## config.mk

```make
export PLATFORM = sky130hd
export DESIGN_NAME = mdu_seq_flat
export DESIGN_NICKNAME = d
export VERILOG_FILES = /design/src/rtl/mdu_seq_pkg.sv /design/src/rtl/mdu_seq_if.sv /design/src/rtl/mdu_seq_iter_core.sv /design/src/rtl/mdu_seq.sv /design/src/flat_wrapper.sv
export SDC_FILE = /design/constraint.sdc
export NUM_CORES = 1
export LEC_CHECK = 0
export BUFFER_PORTS_ARGS = -buffer_cell sky130_fd_sc_hd__buf_2
export CAP_MARGIN = 20
export CELL_PAD_IN_SITES_DETAIL_PLACEMENT = 0
export CELL_PAD_IN_SITES_GLOBAL_PLACEMENT = 1
export CORE_MARGIN = 2
export CORE_UTILIZATION = 39
export CTS_CLUSTER_DIAMETER = 60
export DETAILED_ROUTE_END_ITERATION = 6
export MAX_ROUTING_LAYER = met4
export PLACE_DENSITY = 0.79
export SYNTH_ARGS = -nofsm -noshare
export SYNTH_HDL_FRONTEND = slang
export SYNTH_HIERARCHICAL = 1
export SYNTH_SLANG_ARGS = --single-unit
```

## constraint.sdc

```tcl
create_clock -name clk -period 4 [get_ports clk]
set_input_delay 0.8 -clock clk [delete_from_list [all_inputs] [get_ports clk]]
set_output_delay 0.8 -clock clk [all_outputs]
set_load 0.01 [all_outputs]
```

## src/rtl/mdu_seq_pkg.sv

```systemverilog
// mdu_seq_pkg: shared encodings for the RV32M multi-cycle sequencer.
//   md_op_e  : funct3 encoding of the M-extension operation
//   state_e  : sequencer FSM states
//   helpers  : operation class / operand signedness decode
package mdu_seq_pkg;

    typedef enum logic [2:0] {
        MdopMul    = 3'd0,
        MdopMulh   = 3'd1,
        MdopMulhsu = 3'd2,
        MdopMulhu  = 3'd3,
        MdopDiv    = 3'd4,
        MdopDivu   = 3'd5,
        MdopRem    = 3'd6,
        MdopRemu   = 3'd7
    } md_op_e;

    typedef enum logic [1:0] {
        StIdle = 2'd0,
        StCalc = 2'd1,
        StFix  = 2'd2,
        StDone = 2'd3
    } state_e;

    function automatic logic op_is_div(md_op_e op);
        return op inside {MdopDiv, MdopDivu, MdopRem, MdopRemu};
    endfunction

    // mul (low half) is sign-agnostic, so it is treated as unsigned.
    function automatic logic op_signed_a(md_op_e op);
        return op inside {MdopMulh, MdopMulhsu, MdopDiv, MdopRem};
    endfunction

    function automatic logic op_signed_b(md_op_e op);
        return op inside {MdopMulh, MdopDiv, MdopRem};
    endfunction

endpackage

```

## src/rtl/mdu_seq_if.sv

```systemverilog
// mdu_seq_if: EX-stage request/result bundle for the multi-cycle MDU.
//   in_valid, md_op, A, B, flush : pipeline -> MDU
//   stall, out_valid, C          : MDU -> pipeline
interface mdu_seq_if #(
    parameter int unsigned XLEN = 32
);
    logic            in_valid;
    logic [2:0]      md_op;
    logic [XLEN-1:0] A;
    logic [XLEN-1:0] B;
    logic            flush;
    logic            stall;
    logic            out_valid;
    logic [XLEN-1:0] C;

    modport master (
        output in_valid, md_op, A, B, flush,
        input  stall, out_valid, C
    );

    modport slave (
        input  in_valid, md_op, A, B, flush,
        output stall, out_valid, C
    );
endinterface

```

## src/rtl/mdu_seq_iter_core.sv

```systemverilog
// mdu_iter_core: datapath of the sequencer.
//   clk, rstn          : clock, async active-low reset
//   load               : capture op, operand magnitudes and sign flags
//   step               : one multiply (shift-add) or divide (restoring) bit
//   fix                : sign-correct and select the final result into res
//   op, a, b           : operation and raw operands (used at load)
//   fast               : op completes without iterating (div by zero / overflow)
//   result             : registered result
module mdu_iter_core
    import mdu_seq_pkg::*;
#(
    parameter int unsigned XLEN = 32
) (
    input  logic            clk,
    input  logic            rstn,
    input  logic            load,
    input  logic            step,
    input  logic            fix,
    input  md_op_e          op,
    input  logic [XLEN-1:0] a,
    input  logic [XLEN-1:0] b,
    output logic            fast,
    output logic [XLEN-1:0] result
);

    localparam logic [XLEN-1:0] MinInt = {1'b1, {(XLEN-1){1'b0}}};

    md_op_e          op_q;
    logic [XLEN-1:0] hi_q, lo_q, b_q, res_q;
    logic            neg_q;    // product / quotient negated
    logic            rneg_q;   // remainder takes dividend sign

    logic            a_neg, b_neg, div_zero, div_ovf;
    logic [XLEN-1:0] a_abs, b_abs, fast_res;

    always_comb begin
        a_neg    = op_signed_a(op) & a[XLEN-1];
        b_neg    = op_signed_b(op) & b[XLEN-1];
        a_abs    = a_neg ? -a : a;
        b_abs    = b_neg ? -b : b;
        div_zero = op_is_div(op) && (b == '0);
        div_ovf  = (op inside {MdopDiv, MdopRem}) && (a == MinInt) && (b == '1);
        fast     = div_zero | div_ovf;
        if (div_zero) begin
            fast_res = (op inside {MdopDiv, MdopDivu}) ? '1 : a;
        end else begin
            fast_res = (op == MdopDiv) ? MinInt : '0;
        end
    end

    // One iteration. Multiply: {hi,lo} holds partial product with the
    // multiplier shifting out of lo. Divide: hi is the partial remainder,
    // lo shifts dividend bits out and quotient bits in.
    logic [XLEN:0]   mul_sum, div_shift, div_diff;
    logic [XLEN-1:0] hi_step, lo_step;

    always_comb begin
        mul_sum   = {1'b0, hi_q} + (lo_q[0] ? {1'b0, b_q} : '0);
        div_shift = {hi_q, lo_q[XLEN-1]};
        div_diff  = div_shift - {1'b0, b_q};
        if (op_is_div(op_q)) begin
            if (!div_diff[XLEN]) begin
                hi_step = div_diff[XLEN-1:0];
                lo_step = {lo_q[XLEN-2:0], 1'b1};
            end else begin
                hi_step = div_shift[XLEN-1:0];
                lo_step = {lo_q[XLEN-2:0], 1'b0};
            end
        end else begin
            hi_step = mul_sum[XLEN:1];
            lo_step = {mul_sum[0], lo_q[XLEN-1:1]};
        end
    end

    logic [2*XLEN-1:0] prod, prod_fix;
    logic [XLEN-1:0]   fix_res;

    always_comb begin
        prod     = {hi_q, lo_q};
        prod_fix = neg_q ? -prod : prod;
        unique case (op_q)
            MdopMul:                         fix_res = prod_fix[XLEN-1:0];
            MdopMulh, MdopMulhsu, MdopMulhu: fix_res = prod_fix[2*XLEN-1:XLEN];
            MdopDiv, MdopDivu:               fix_res = neg_q ? -lo_q : lo_q;
            MdopRem, MdopRemu:               fix_res = rneg_q ? -hi_q : hi_q;
            default:                         fix_res = '0;
        endcase
    end

    always_ff @(posedge clk or negedge rstn) begin
        if (!rstn) begin
            op_q   <= MdopMul;
            hi_q   <= '0;
            lo_q   <= '0;
            b_q    <= '0;
            neg_q  <= 1'b0;
            rneg_q <= 1'b0;
            res_q  <= '0;
        end else if (load) begin
            op_q   <= op;
            hi_q   <= '0;
            lo_q   <= a_abs;
            b_q    <= b_abs;
            neg_q  <= a_neg ^ b_neg;
            rneg_q <= a_neg;
            if (fast) begin
                res_q <= fast_res;
            end
        end else if (step) begin
            hi_q <= hi_step;
            lo_q <= lo_step;
        end else if (fix) begin
            res_q <= fix_res;
        end
    end

    assign result = res_q;

endmodule

```

## src/rtl/mdu_seq.sv

```systemverilog
// mdu_seq: multi-cycle RV32M multiply/divide sequencer beside the EX-stage alu.
//   clk, rstn : clock, async active-low reset
//   bus       : mdu_seq_if slave (in_valid, md_op, A, B, flush -> stall, out_valid, C)
// Accepts in IDLE, iterates XLEN cycles in CALC, sign-fixes in FIX and
// strobes the result for one cycle in DONE. Fast paths skip to DONE.
module mdu_seq
    import mdu_seq_pkg::*;
#(
    parameter int unsigned XLEN  = 32,
    parameter int unsigned CNT_W = 6
) (
    input  logic clk,
    input  logic rstn,
    mdu_seq_if.slave bus
);

    state_e           state_q, state_d;
    logic [CNT_W-1:0] cnt_q, cnt_d;
    logic             accept, fast;
    logic             load, step, fix;
    logic             stall, out_valid;
    logic [XLEN-1:0]  result;

    assign accept = (state_q == StIdle) & bus.in_valid & ~bus.flush;

    always_ff @(posedge clk or negedge rstn) begin
        if (!rstn) begin
            state_q <= StIdle;
            cnt_q   <= '0;
        end else begin
            state_q <= state_d;
            cnt_q   <= cnt_d;
        end
    end

    always_comb begin
        state_d = state_q;
        cnt_d   = cnt_q;
        unique case (state_q)
            StIdle: begin
                if (accept) begin
                    state_d = fast ? StDone : StCalc;
                    cnt_d   = CNT_W'(XLEN - 1);
                end
            end
            StCalc: begin
                if (bus.flush) begin
                    state_d = StIdle;
                end else if (cnt_q == '0) begin
                    state_d = StFix;
                end else begin
                    cnt_d = cnt_q - CNT_W'(1);
                end
            end
            StFix:  state_d = bus.flush ? StIdle : StDone;
            StDone: state_d = StIdle;
            default: state_d = StIdle;
        endcase
    end

    // The acceptance cycle stalls combinationally; DONE releases the pipe
    // for exactly one advance carrying C.
    always_comb begin
        load      = accept;
        step      = (state_q == StCalc) & ~bus.flush;
        fix       = (state_q == StFix) & ~bus.flush;
        stall     = accept | (state_q == StCalc) | (state_q == StFix);
        out_valid = (state_q == StDone) & ~bus.flush;
    end

    mdu_iter_core #(
        .XLEN(XLEN)
    ) u_core (
        .clk    (clk),
        .rstn   (rstn),
        .load   (load),
        .step   (step),
        .fix    (fix),
        .op     (md_op_e'(bus.md_op)),
        .a      (bus.A),
        .b      (bus.B),
        .fast   (fast),
        .result (result)
    );

    assign bus.stall     = stall;
    assign bus.out_valid = out_valid;
    assign bus.C         = result;

endmodule

```

## src/flat_wrapper.sv

```systemverilog
// flat-port wrapper written by rule: the top's interface ports become plain ports
module mdu_seq_flat import mdu_seq_pkg::*;
#(
    parameter int unsigned XLEN  = 32,
    parameter int unsigned CNT_W = 6
)
  (clk, rstn, bus_in_valid, bus_md_op, bus_A, bus_B, bus_flush, bus_stall, bus_out_valid, bus_C);
  mdu_seq_if #(.XLEN(XLEN)) bus_i ();
  input  logic clk;
  input  logic rstn;
  input wire logic [$bits(bus_i.in_valid)-1:0] bus_in_valid;
  input wire logic [$bits(bus_i.md_op)-1:0] bus_md_op;
  input wire logic [$bits(bus_i.A)-1:0] bus_A;
  input wire logic [$bits(bus_i.B)-1:0] bus_B;
  input wire logic [$bits(bus_i.flush)-1:0] bus_flush;
  output wire logic [$bits(bus_i.stall)-1:0] bus_stall;
  output wire logic [$bits(bus_i.out_valid)-1:0] bus_out_valid;
  output wire logic [$bits(bus_i.C)-1:0] bus_C;
  assign bus_i.in_valid = bus_in_valid;
  assign bus_i.md_op = bus_md_op;
  assign bus_i.A = bus_A;
  assign bus_i.B = bus_B;
  assign bus_i.flush = bus_flush;
  assign bus_stall = bus_i.stall;
  assign bus_out_valid = bus_i.out_valid;
  assign bus_C = bus_i.C;
  mdu_seq #(.XLEN(XLEN), .CNT_W(CNT_W)) u_core (.clk(clk), .rstn(rstn), .bus(bus_i));
endmodule
```

==> results of run 1 <==
==> kinds of logic (layout without fill, tap and decap cells) <==
family                   count (synthesis)  count (layout)  synth area share
other                                    0               1                 0
XOR/XNOR                               183             183             0.111
AND/OR/NAND/NOR                        678             678             0.220
adder cells (fa/ha/maj)                 73              73            0.0642
multiplexers                            52              52            0.0365
flip-flops                             141             141             0.244
buffers and inverters                  194             271            0.0522
AO/OA/AOI/OAI                          630             630             0.273
==> cell type report <==
cell class | instances | area [µm²]
Multi-Input combinational cell | 1616 | 10200
Fill cell | 3755 | 20500
Antenna cell | 1 | 2.50
Timing Repair Buffer | 173 | 1080
Inverter | 68 | 255
Clock inverter | 9 | 50.0
Tap cell | 468 | 586
Clock buffer | 21 | 440
Sequential cell | 141 | 3530
==> flip-flops by register name, indices dropped and copies added, names as in the netlist <==
register              cells
u_core/u_core/b_q        32
u_core/u_core/hi_q       32
u_core/u_core/lo_q       32
u_core/u_core/result     32
u_core/cnt_q              6
u_core/u_core/op_q        3
u_core/state_q            2
u_core/u_core/neg_q       1
u_core/u_core/rneg_q      1
==> cells in the mapped netlist, drive strengths merged, types with 8 or more instances <==
| master | count | area share |
|---|---|---|
| nor2 | 265 | 0.069 |
| a21oi | 240 | 0.083 |
| nand2 | 153 | 0.040 |
| dfrtp | 141 | 0.24 |
| o21ai | 125 | 0.044 |
| clkbuf | 107 | 0.028 |
| xnor2 | 96 | 0.058 |
| xor2 | 87 | 0.053 |
| ha | 71 | 0.061 |
| inv | 67 | 0.017 |
| nor3 | 51 | 0.018 |
| mux2i | 46 | 0.032 |
| nand3 | 30 | 0.010 |
| nor4 | 28 | 0.013 |
| or3 | 28 | 0.012 |
| a21o | 27 | 0.014 |
| o22ai | 27 | 0.012 |
| nand4 | 24 | 0.010 |
| o31ai | 24 | 0.012 |
| nand2b | 20 | 0.0086 |
| a211oi | 19 | 0.0099 |
| buf | 19 | 0.0068 |
| a31oi | 17 | 0.0074 |
| o21bai | 17 | 0.0088 |
| o211ai | 16 | 0.0083 |
| a22oi | 13 | 0.0067 |
| nor2b | 13 | 0.0056 |
| and3 | 12 | 0.0052 |
| or2 | 12 | 0.0054 |
| and2 | 11 | 0.0048 |
| o41ai | 11 | 0.0085 |
| o221ai | 10 | 0.0073 |
| a221oi | 9 | 0.0054 |
| nor3b | 9 | 0.0050 |
| o2111ai | 9 | 0.0054 |
| o21a | 8 | 0.0042 |
==> layout by cell type (no fill, tap or decap), drive strengths merged, types with 67 or more instances in the layout <==
cell type / instances
a21oi: 240
buf: 173
dfrtp: 141
ha: 71
inv: 67
nand2: 153
nor2: 265
o21ai: 125
xnor2: 96
xor2: 87
==> metrics by stage <==
stage / std cells / worst slack, ps / total power, mW / hold WS [ps] / cell area [µm²]
global route: 2496 / 39.2 / 9.08 / 493 / 16100
finish: 2497 / 169 / 8.54 / 410 / 16100
detailed placement: 2466 / 127 / 6.95 / 485 / 15700
global placement: 2466 / 106 / 6.92 / 464 / 15700
floorplan: 1951 / 911 / 5.41 / 495 / 14500
CTS: 2496 / 98.3 / 8.42 / 482 / 16100
==> final timing paths <==
kind,start,end,cells after the start
min in group clk,u_core/u_core/result[8],u_core/u_core/result[8],2
max in group asynchronous,rstn,u_core/u_core/lo_q[31],2
hold / removal,rstn,u_core/u_core/lo_q[9],1
setup reg to reg,u_core/u_core/lo_q[0],u_core/u_core/hi_q[31],13
hold reg to reg,u_core/u_core/result[8],u_core/u_core/result[8],2
setup / recovery,u_core/u_core/lo_q[0],u_core/u_core/hi_q[31],13
==> what timing repair did <==
item,4_1_cts,5_1_grt
setup endpoints to repair,0,1
gates resized for setup,0,1
buffers inserted,0,0
==> worst reg2reg max path, cell delays in order, from the launching register on <==
cell       delay [ps]
dfrtp_1           490
inv_1             180
buf_12            220
nor2_1             90
ha_1              380
a21oi_1           250
o21ai_0           280
nor3_1            380
o211a_1           360
nor2_1            160
and4_1            230
a2111oi_1         450
a311o_1           170
a21oi_1            40
==> report_power, final <==
group / total (mW) / switching (mW) / internal (mW)
clock: 1.45 / 0.678 / 0.776
sequential: 2.13 / 0.428 / 1.70
combinational: 4.95 / 3.10 / 1.85
==> layer usage <==
metal / GRT usage / routed length (µm) / up-vias
li1: - / - / 7190
met1: 0.393 / 24800 / 7498
met2: 0.474 / 25900 / 664
met3: 0.0395 / 3520 / 132
met4: 0.111 / 2050 / 0
met5: - / 0 / -
==> flow_metrics.tcl, run 1 <==
set metrics [dict create \
    cts.reportedPaths.clkPinSlew_ps 60 \
    portBuffers 104 \
    clock_path_buffers 2 \
    syn_area_um2 14500 \
    maxCapViolCount 0 \
    io_pins 105 \
    synth-seq-area-share 0.244 \
    start_kind "register" \
    drt_iter0_drc 1397 \
    ctsHoldBuffers 0 \
    reg2reg_setup_slack_ps 170 \
    hpwl_um 43200 \
    outcome "finished, final reports clean" \
    crit_family "compound AO/OA/AOI/OAI gates" \
    wirelength_um 56300 \
    vias 15484 \
    clock-root-buffer "clkbuf_16" \
    syn_nets 2095 \
    nets 2161 \
    async_flop_share 1.00 \
    powerDensity_nw_per_um2 529 \
    synth-main-ff-cell "dfrtp_1" \
    slew_headroom 0.400 \
    die_w_um 197 \
    p_leak_nw 6.96 \
    endpoint_kind "register" \
    wl_per_cell_um 22.5 \
    cts_buffers 17 \
    peakVddDrop_mv 0.364 \
    finalMaxSlewViolations 0 \
    fmax_mhz 261 \
    cp.arrival_ps 4150 \
    htree_num_levels 4 \
    post-route-min-period_ps 3830 \
    finClkSkew_ps 14.8 \
    dieArea_um2 38600 \
    syn_avg_cell_area_um2 7.41 \
    synth_warnings 6 \
    drc 0 \
    finalCritPeriodShare 0.958 \
    syn2layout_area_growth_pct 11.6 \
    vias_per_cell 6.20 \
    synthCells 1951 \
    grt_overflow 0 \
    cp.required_ps 4320 \
    yosysUniqueCellTypes 82 \
    critPathBufInv 2 \
    cts_sinks 141 \
    path_class "register to register" \
    cp_max_fo 31 \
    grt_pass1_vias 14789 \
    antenna_found_initial 0 \
    grt_max_degree 97 \
    fin_setup_tns_ps 0 \
    max_stage_delay_ps 490 \
    clock_latency_ps 450 \
    hold_path_class "primary input to asynchronous set/reset pin" \
    tritoncts "yes" \
    synth_edf_count 0 \
    worstMarginPinSlew_ps 900 \
    rows 70 \
    setup_violations 0 \
    postRouteAntennaNets 0 \
    finalHoldViolCount 0 \
    drt-pass1-iter-count 5 \
    fin_util 0.441 \
    ys_seq_elements 141 \
    drive_gt1_frac 0.118 \
    core-area_um2 36600 \
    start_util 0.395 \
    rsz0062_at_grt "false" \
    path_cells "inv_1 -> buf_12 -> nor2_1 -> ha_1 -> a21oi_1 -> o21ai_0 -> nor3_1 -> o211a_1 -> nor2_1 -> and4_1 -> a2111oi_1 -> a311o_1 -> a21oi_1" \
    grt_usage 0.300 \
    die_h_um 197 \
    place.gp.congestion 0.991 \
    grt_pass1_wl_um 87300 \
    cpMaxStageDelayCell "dfrtp_1" \
]
Note: power is estimated with default switching activity, not from simulation.
==> run 2: changes to the inputs <==
CORE_UTILIZATION = 40   (was 39)
CTS_BUF_LIST = sky130_fd_sc_hd__clkbuf_8   (was not set)
PLACE_DENSITY = 0.81   (was 0.79)
==> flow_metrics.tcl, run 2 (same netlist as run 1, synthesis figures left out) <==
set metrics [dict create \
    cts_buffers 17 \
    cts.reportedPaths.clkPinSlew_ps 100 \
    hold_ws_ps 323 \
    fin_setup_tns_ps 0 \
    cp_max_fo 20 \
    cp.required_ps 4430 \
    grt_usage 0.303 \
    rows 69 \
    clock_latency_ps 500 \
    wl_per_cell_um 22.6 \
    clock_path_buffers 2 \
    final_common_cell "nor2_1" \
    slew_headroom 0.382 \
    finalMaxSlewViolations 0 \
    drt-pass1-iter-count 6 \
    finalHoldViolCount 0 \
    hpwl_um 42700 \
    drive_gt1_frac 0.118 \
    powerDensity_nw_per_um2 523 \
    clock-root-buffer "clkbuf_8" \
    die_w_um 194 \
    wirelength_um 56400 \
    io_pins 105 \
    post_cts_buffers 0 \
    grt_pass1_vias 14479 \
    critPathBufInv 1 \
    antenna_found_initial 1 \
    fill_cells 3712 \
    finalCritPeriodShare 0.904 \
    rsz0062_at_grt "false" \
    cpMostUsedCell "nor3_1" \
    grt_pass1_wl_um 86900 \
    htree_num_levels 4 \
    grt_max_degree 114 \
    cp.arrival_ps 4050 \
    max_stage_delay_ps 600 \
    hold_path_class "primary input to asynchronous set/reset pin" \
    crit_family "simple AND/OR/NAND/NOR gates" \
    path_cells "inv_1 -> fa_1 -> nand2b_1 -> a21oi_1 -> o31ai_1 -> nor3_1 -> nor3_1 -> nor3b_2 -> or2_2 -> mux2i_1 -> o221a_2" \
    setup_violations 0 \
    place.gp.congestion 0.974 \
    nets 2157 \
    multiInputGateArea_um2 10200 \
    cts_resized 0 \
    vias_per_cell 6.21 \
    dieArea_um2 37700 \
    cts_sinks 141 \
    start_kind "register" \
    start_util 0.407 \
    ctsHoldBuffers 0 \
    die_h_um 194 \
    p_leak_nw 6.92 \
    maxCapViolCount 0 \
    mostFrequentLayoutCells "nor2_1, a21oi_1, nand2_1, dfrtp_1, o21ai_0" \
    drt_iter0_drc 1694 \
    outcome "finished, final reports clean" \
    postRouteAntennaNets 0 \
    worstMarginPinSlew_ps 926 \
    seqCellArea_um2 3530 \
    tritoncts "yes" \
    grt_overflow 0 \
    core-area_um2 35600 \
    finClkSkew_ps 21.3 \
    drc 0 \
    path_class "register to register" \
    fmax_mhz 277 \
    reg2reg_setup_slack_ps 390 \
    syn2layout_area_growth_pct 11.1 \
    endpoint_kind "register" \
    cpMaxStageDelayCell "o31ai_1" \
    post-route-min-period_ps 3610 \
    peakVddDrop_mv 0.322 \
    vias 15467 \
    portBuffers 104 \
]
==> run 2: report_power, final <==
group	total, mW	leakage (nW)	internal [mW]	switching [mW]
logic	4.94	4.98	1.89	3.06
clock network	1.31	0.224	0.680	0.630
registers	2.15	1.72	1.70	0.452
total	8.41	6.92	4.27	4.14
==> run 2: per-layer routing <==
metal / vias to the layer above / part of all wire / GRT usage
met5: - / 0 / -
met3: 81 / 0.088 / 0.0487
met1: 7463 / 0.46 / 0.437
li1: 7168 / - / -
met4: 0 / 0.023 / 0.0845
met2: 755 / 0.43 / 0.436
==> run 2: final timing paths <==
kind / start / to / depth (start not counted)
worst min register to register: u_core/u_core/result[14] / u_core/u_core/result[14] / 2
worst min-delay path: rstn / u_core/u_core/result[8] / 1
min in group clk: u_core/u_core/result[14] / u_core/u_core/result[14] / 2
max in group asynchronous: rstn / u_core/u_core/b_q[25] / 2
worst max-delay path: u_core/u_core/hi_q[0] / u_core/u_core/hi_q[4] / 11
worst max register to register: u_core/u_core/hi_q[0] / u_core/u_core/hi_q[4] / 11
==> run 2: per-stage QoR <==
stage               power, mW  instance area (µm²)  setup WS [ps]  cells   util
finish                   8.41                16100            386   2489  0.452
global route             8.94                16100           77.8   2488  0.452
CTS                      8.28                16100            445   2486  0.451
detailed placement       6.95                15600            319   2454  0.439
global placement         6.91                15600            346   2454  0.439
floorplan                5.41                14500            911   1951      -
==> run 2: worst reg2reg max path: stages, from the launching register on <==
cell and delay (ps):
dfrtp_1 500, inv_1 150, fa_1 230, nand2b_1 150, a21oi_1 110, o31ai_1 600, nor3_1 110, nor3_1 330
nor3b_2 360, or2_2 520, mux2i_1 290, o221a_2 210
==> run 2: area by class of cell <==
type,instances,share of cell area
Clock inverter,11,0.00880
Multi-Input combinational cell,1616,0.634
Sequential cell,141,0.220
Antenna cell,2,0.000311
Inverter,68,0.0159
Clock buffer,21,0.0180
Timing Repair Buffer,169,0.0670
Tap cell,461,0.0359
